**src/rtl/half_alu_pkg.sv**
```systemverilog
// Shared opcode encoding for the 1-bit ALU slice.
package half_alu_pkg;

   typedef enum logic [2:0] {
      OP_AND    = 3'b000,
      OP_OR     = 3'b001,
      OP_XOR    = 3'b010,
      OP_PASS_A = 3'b011,
      OP_NAND   = 3'b100,
      OP_NOR    = 3'b101,
      OP_XNOR   = 3'b110,
      OP_ADD    = 3'b111
   } op_e;

endpackage

```
**src/rtl/half_alu_logic.sv**
```systemverilog
// Combinational opcode decode for one ALU bit: result plus half-adder carry.
module half_alu_logic
   import half_alu_pkg::*;
(
   input  logic a,
   input  logic b,
   input  op_e  op,
   output logic res,
   output logic cy
);

   always_comb begin
      res = 1'b0;
      cy  = 1'b0;
      case (op)
         OP_AND:    res = a & b;
         OP_OR:     res = a | b;
         OP_XOR:    res = a ^ b;
         OP_PASS_A: res = a;
         OP_NAND:   res = ~(a & b);
         OP_NOR:    res = ~(a | b);
         OP_XNOR:   res = ~(a ^ b);
         OP_ADD: begin
            res = a ^ b;
            cy  = a & b;
         end
         default: begin
            res = 1'b0;
            cy  = 1'b0;
         end
      endcase
   end

endmodule

```
**src/rtl/half_alu_unit.sv**
```systemverilog
// Registered 1-bit ALU slice: captures result, carry and a valid pulse each accepted cycle.
module half_alu_unit
   import half_alu_pkg::*;
(
   input  logic clk,
   input  logic rst_n,
   input  logic in_valid,
   input  logic a,
   input  logic b,
   input  logic o1,
   input  logic o2,
   input  logic o3,
   output logic c,
   output logic c_valid,
   output logic carry
);

   op_e  op;
   logic res;
   logic cy;

   logic c_q, c_d;
   logic carry_q, carry_d;
   logic c_valid_q, c_valid_d;

   assign op = op_e'({o1, o2, o3});

   half_alu_logic u_logic (
      .a   (a),
      .b   (b),
      .op  (op),
      .res (res),
      .cy  (cy)
   );

   // Valid semantics: there is no ready; every cycle with in_valid=1 is accepted,
   // and c_valid is high for exactly the cycle after each accepted edge.
   always_comb begin
      c_d       = c_q;
      carry_d   = carry_q;
      c_valid_d = in_valid;
      if (in_valid) begin
         c_d     = res;
         carry_d = cy;
      end
   end

   always_ff @(posedge clk or negedge rst_n) begin
      if (!rst_n) begin
         c_q       <= 1'b0;
         carry_q   <= 1'b0;
         c_valid_q <= 1'b0;
      end else begin
         c_q       <= c_d;
         carry_q   <= carry_d;
         c_valid_q <= c_valid_d;
      end
   end

   assign c       = c_q;
   assign carry   = carry_q;
   assign c_valid = c_valid_q;

endmodule

```
**config.mk**
```make
export PLATFORM = sky130hd
export DESIGN_NAME = half_alu_unit
export DESIGN_NICKNAME = d
export VERILOG_FILES = /design/src/rtl/half_alu_pkg.sv /design/src/rtl/half_alu_logic.sv /design/src/rtl/half_alu_unit.sv
export SDC_FILE = /design/constraint.sdc
export NUM_CORES = 1
export LEC_CHECK = 0
export CAP_MARGIN = 25
export CORE_AREA = 5 5 42 44
export DETAILED_ROUTE_END_ITERATION = 10
export DIE_AREA = 0 0 47 49
export GPL_TIMING_DRIVEN = 0
export MAX_ROUTING_LAYER = met4
export PLACE_DENSITY = 0.46
export SYNTH_ARGS = -nofsm -noshare
export SYNTH_HDL_FRONTEND = slang
export SYNTH_SLANG_ARGS = --single-unit
```
**constraint.sdc**
```tcl
create_clock -name clk -period 1 [get_ports clk]
set_clock_uncertainty 0.15 [all_clocks]
set_input_delay 0.1 -clock clk [delete_from_list [all_inputs] [get_ports clk]]
set_output_delay 0.1 -clock clk [all_outputs]
set_load 0.005 [all_outputs]
```
==> flow_summary.toml, run 1 <==
[status]
status = "finished clean"

[layout]
antennaDiodeCount = 0
postLayoutCellArea_um2 = 405
area_growth_pct = 79.0
final_nets = 51
nFillCells = 154
drive_gt1_share_pct = 42.5
post-route-util_pct = 28.9

[sta]
rsz0062_at_grt = "true"
fin_crit_ns = 0.985
tightestPinTransition_ns = 0.225
slew_viol_final = 0
max_freq_mhz = 1020
max_slew_margin_pct = 85.0
period_share_pct = 98.5
hold_viol = 0
setup_viol = 0

[floorplanning]
die_w_um = 47
ios = 11
dieArea_um2 = 2300
fp.dieH_um = 49
start_util_pct = 16.2
rows = 14
core_area_um2 = 1400

[drt]
drtAntennaViolNets = 0
drcViolationCount = 0
routed_wl_um = 576
dr.first_iter.drc_count = 3
vias = 231
wl_per_cell_um = 10.3
first_pass_iters = 3
vias_per_cell = 4.13

[critical_path]
critical_path_class = "flip-flop to flip-flop"
slowest_stage = "dfrtp_1"
crit_path_end_kind = "flip-flop"
critPathLaunchType = "flip-flop"
cp_slowest_stage_delay_ns = 0.37
worstPathMaxFanout = 2
cp_top_family = "flip-flops"
path_cells = "nor2b_4 > a41oi_2 > o21ai_1"
path_buf_inv = 0
cp.arrival_ns = 0.95
worstPathRequired_ns = 0.96

[logic_synthesis]
yosys_warnings = 0
synth_area_um2 = 226
ys_top_cells_by_count = "inv_1, dfrtp_1"
yosys.area.top_type = "dfrtp_1"
yosysMostFrequentCell = "inv_1"
synthCells = 23
synthDistinctLibCells = 13
syn-mean-instance-area_um2 = 9.85
synth_edf_count = 0
syn_nets = 33
yosysTopAreaCellShare_pct = 33.1
synth_flop_cell = "dfrtp_1"
async_flop_share_pct = 100
ys_seq_area_share_pct = 33.1
ys_seq_elements = 3
synth_area_leaders = "dfrtp_1, ha_1, mux2i_1, a41oi_2, inv_1"

[global_routing]
grt_use_total_pct = 5.92
gr-total-overflow = 0
met2_usage_pct = 9.05
top_usage_layer = "met2"
grt_max_degree = 8
grt_pass1_vias = 246
antenna_found_initial = 0
grt_pass1_wl_um = 883
grtUsageMet3_pct = 4.43
grt.met1_usage_pct = 4.62

[place]
portBuffers = 10
place_area_um2 = 347
place_congestion = 0.624
dp_hpwl_um = 447

[cts]
clk_path_buf_depth = 2
cts_htree_levels = 1
clock-root-buffer = "clkbuf_4"
worstSkewPairLatency_ns = 0.23
clk_pin_slew_ns = 0.03
cts-buffers-inserted = 3
cts_sinks = 3
cts_tree = "done"

[run]
drv_cap = 0

[power_and_ir_drop]
p_per_area_nw_per_um2 = 1140
p_leak_uw = 0.000185
ir_worst_vdd_mv = 0.668

[hold_path]
hold_path.class = "primary input to flip-flop"
[repair_timing]
| item | 4_1_cts | 5_1_grt |
|---|---|---|
| hold buffers | 1 | 0 |
| gates resized for setup | 38 | 4 |
| endpoints found under the setup margin | 5 | 3 |
| hold endpoints to repair | 3 | 0 |
| pin swaps | 4 | 1 |
| buffers inserted | 2 | 0 |
[cell usage in the layout, fill, tap and decap left out, drive strengths merged]
cell type      count
buf                9
clkbuf             5
inv                4
dfrtp              3
o21ai              3
nand2b             2
mux2i              2
ha                 2
nor2b              2
a32o               1
o41a               1
or2b               1
a41oi              1
nand4              1
dlygate4sd3        1
dlygate4sd2        1
clkdlybuf4s50      1
[power by group]
part | switching, µW | internal, µW
logic | 47.7 | 66.3
registers | 3.82 | 131
clock network | 65.5 | 150
total | 117 | 347
[through the flow]
step	hold slack [ns]	power [µW]	std cells	setup WS, ns	setup TNS [ns]
final	0.0448	464	56	0.0151	0
after global routing	0.0299	512	56	-0.0190	-0.0489
after CTS	0.0338	475	56	-0.0350	-0.0350
after detailed placement	0.142	244	49	-0.643	-1.19
after global placement	0.141	242	49	-0.632	-1.13
after floorplan	-0.346	179	23	-0.0903	-0.0903
[layout make-up]
cell class,count,area [µm²],share of cell area (%)
multi-input cells,16,169,41.7
repair buffers,13,100,24.7
flip-flops and latches,3,75.1,18.5
clock buffers,4,26.3,6.48
well taps,16,20.0,4.94
inverters,4,15.0,3.70
[layer usage]
layer  part of all wire, %  vias up
met1                    35      110
met2                    60        5
met5                     0        -
met4                     0        0
li1                      -      116
met3                   4.7        0
[logic make-up after synthesis]
kind of cell,Yosys count,synth area share (%)
adder cells (fa/ha/maj),2,11.0
buffers and inverters,4,6.63
AO/OA/AOI/OAI,6,23.2
multiplexers,2,8.84
flip-flops,3,33.1
AND/OR/NAND/NOR,6,17.1
[path summary, 6_finish.rpt]
kind | slack [ns] | endpoint | depth (start not counted) | startpoint
setup / recovery | 0.02 | c | 3 | c
hold / removal | 0.04 | carry | 3 | o3
setup reg to reg | 0.02 | c | 3 | c
hold reg to reg | 0.47 | c | 3 | c
max in group asynchronous | 0.12 | c | 2 | rst_n
min in group asynchronous | 0.44 | c_valid | 2 | rst_n
[worst min-delay path: stages]
cell,delay (ns)
buf_2,0.12
nand4_1,0.09
mux2i_1,0.07
[state kept, by name, indices dropped and copies added, names as in the netlist]
name     flops
c_valid      1
c            1
carry        1
(Power assumes the default switching activity.)
==> inputs of run 2 (changes only) <==
--- a/config.mk
+++ b/config.mk
@@ -7,9 +7,11 @@
 export LEC_CHECK = 0
 export CAP_MARGIN = 25
 export CORE_AREA = 5 5 42 44
+export CTS_CLUSTER_DIAMETER = 80
 export DETAILED_ROUTE_END_ITERATION = 10
 export DIE_AREA = 0 0 47 49
 export GPL_TIMING_DRIVEN = 0
+export HOLD_SLACK_MARGIN = 0.12
 export MAX_ROUTING_LAYER = met4
 export PLACE_DENSITY = 0.46
 export SYNTH_ARGS = -nofsm -noshare
==> run 2 against run 1 <==
  * Via count rose by 1.7%
  * Clock-buffer cell count did not move
  * Cell count rose by 1.8%
  * Routed wire length rose by 4.9%
  * First-iteration DRC count rose by 100%
  * Total power rose by 1.5%
  * Non-clock buffer count rose by 1
  * Register-to-register slack barely moved
  * Clock power rose by 2%
  * Critical path type is now primary input to flip-flop
  * Final area rose by 1.5%
  * Setup slack improved by 0.0024 ns
==> flow_summary.toml, run 2 (synthesized netlist as in run 1, its figures left out) <==
[status]
status = "finished clean"

[place]
place_ws_ns = -0.643
dp_hpwl_um = 447
place_congestion = 0.624
place_area_um2 = 347
portBuffers = 10

[drt]
vias_per_cell = 4.12
vias = 235
dr.first_iter.drc_count = 6
routed_wl_um = 604
first_pass_iters = 3
wl_per_cell_um = 10.6
drcViolationCount = 0
drtAntennaViolNets = 0

[critical_path]
cp_num_cells = 5
rrSetupSlack_ns = 0.02
critPathLaunchType = "primary input"
worstPathMaxFanout = 3
cp_top_family = "compound AO/OA/AOI/OAI gates"
critical_path_class = "primary input to flip-flop"
worstPathRequired_ns = 0.96
slowest_stage = "o41a_1"
crit_path_end_kind = "flip-flop"
reg2reg_depth = 3
path_cells = "buf_8 > ha_4 > o41a_1 > a41oi_2 > o21ai_1"
worstReg2RegStart = "c"
r2r_end = "c"
cp.arrival_ns = 0.94
cp_slowest_stage_delay_ns = 0.34
path_buf_inv = 1

[global_routing]
top_usage_layer = "met2"
met2_usage_pct = 10.4
grt_use_total_pct = 6.36
grt_pass1_wl_um = 945
antenna_found_initial = 0
gr-total-overflow = 0
grtUsageMet3_pct = 4.43
grt_pass1_vias = 262
grt_max_degree = 8
grt.met1_usage_pct = 4.63

[cts]
ctsHoldBuffers = 2
worstSkewPairLatency_ns = 0.23
cts_tree = "done"
cts_sinks = 3
clk_path_buf_depth = 2
cts-buffers-inserted = 3
clock-root-buffer = "clkbuf_4"
clk_pin_slew_ns = 0.03
cts_htree_levels = 1

[floorplanning]
dieArea_um2 = 2300
ios = 11
fp.dieH_um = 49
die_w_um = 47
core_area_um2 = 1400
start_util_pct = 16.2
rows = 14

[sta]
max_slew_margin_pct = 89.6
setup_viol = 0
rsz0062_at_grt = "true"
tightestPinTransition_ns = 0.155
period_share_pct = 98.3
setup-tns-final_ns = 0
fin_ws_ns = 0.0174
slew_viol_final = 0
hold_viol = 0
fin_crit_ns = 0.983
max_freq_mhz = 1020

[layout]
antennaDiodeCount = 0
final_nets = 52
area_growth_pct = 81.8
final_common_cell = "buf_2"
most-common-layout-cells = "buf_2, inv_1, dfrtp_1, clkbuf_4"
drive_gt1_share_pct = 43.9
postLayoutCellArea_um2 = 412
post-route-util_pct = 29.4

[hold_path]
hold_depth = 2
hold-path-endpoint = "carry"
worst_hold_startpoint = "in_valid"
hold_path.class = "primary input to flip-flop"

[run]
drv_cap = 0

[power_and_ir_drop]
p_leak_uw = 0.000188
p_per_area_nw_per_um2 = 1140
ir_worst_vdd_mv = 0.599
==> run 2: cell count changes in the layout (fill, tap and decap cells not counted), sizes merged <==
| cell | before | now |
|---|---|---|
| clkbuf | 5 | 6 |
| dlygate4sd3 | 1 | 2 |
| dlygate4sd2 | 1 | 0 |
==> run 2: power by group <==
part	switching [µW]	internal (µW)	total, µW	leakage (µW)
Sequential	3.95	131	135	0.0000375
Clock	69.4	150	219	0.0000150
Combinational	48.3	68.2	116	0.000135
Total	122	349	471	0.000188
==> run 2: worst max path at each step <==
stage	from	endpoint	slack, ns
floorplan	a	c	-0.09
global placement	a	c	-0.63
detailed placement	a	c	-0.64
CTS	a	c	-0.03
global route	carry	carry	-0.02
finish	a	c	0.02
==> run 2: cell type report <==
class	instances	area, µm²
multi-input combinational	16	169
clock buffer	4	26.3
timing repair buffer	14	106
inverter	4	15.0
sequential	3	75.1
tap	16	20.0
fill	153	990
==> run 2: timing repair <==
action                                 CTS  global route
endpoints found under the hold margin    6             2
buffers inserted                         2             0
pin swaps                                4             1
setup endpoints to repair                5             4
gates resized for setup                 38             6
==> run 2: metrics by stage <==
step,hold WS (ns),total power (µW),std cells
3_5_place_dp,0.142,244,49
2_1_floorplan,-0.346,179,23
4_1_cts,0.0338,478,57
6_report,0.0000258,471,57
3_3_place_gp,0.141,242,49
5_1_grt,-0.00351,519,57
==> run 2: worst reg2reg max path: stages, from the launching register on <==
cell and delay [ns]:
dfrtp_1 0.37, nor2b_4 0.12, a41oi_2 0.13, o21ai_1 0.09
==> run 2: per-layer routing <==
metal,up-vias,share of wire (%),routed length (µm)
met5,-,0,0
met4,0,0,0
met3,0,4.0,24
met2,5,62,375
met1,111,34,204
li1,119,-,-
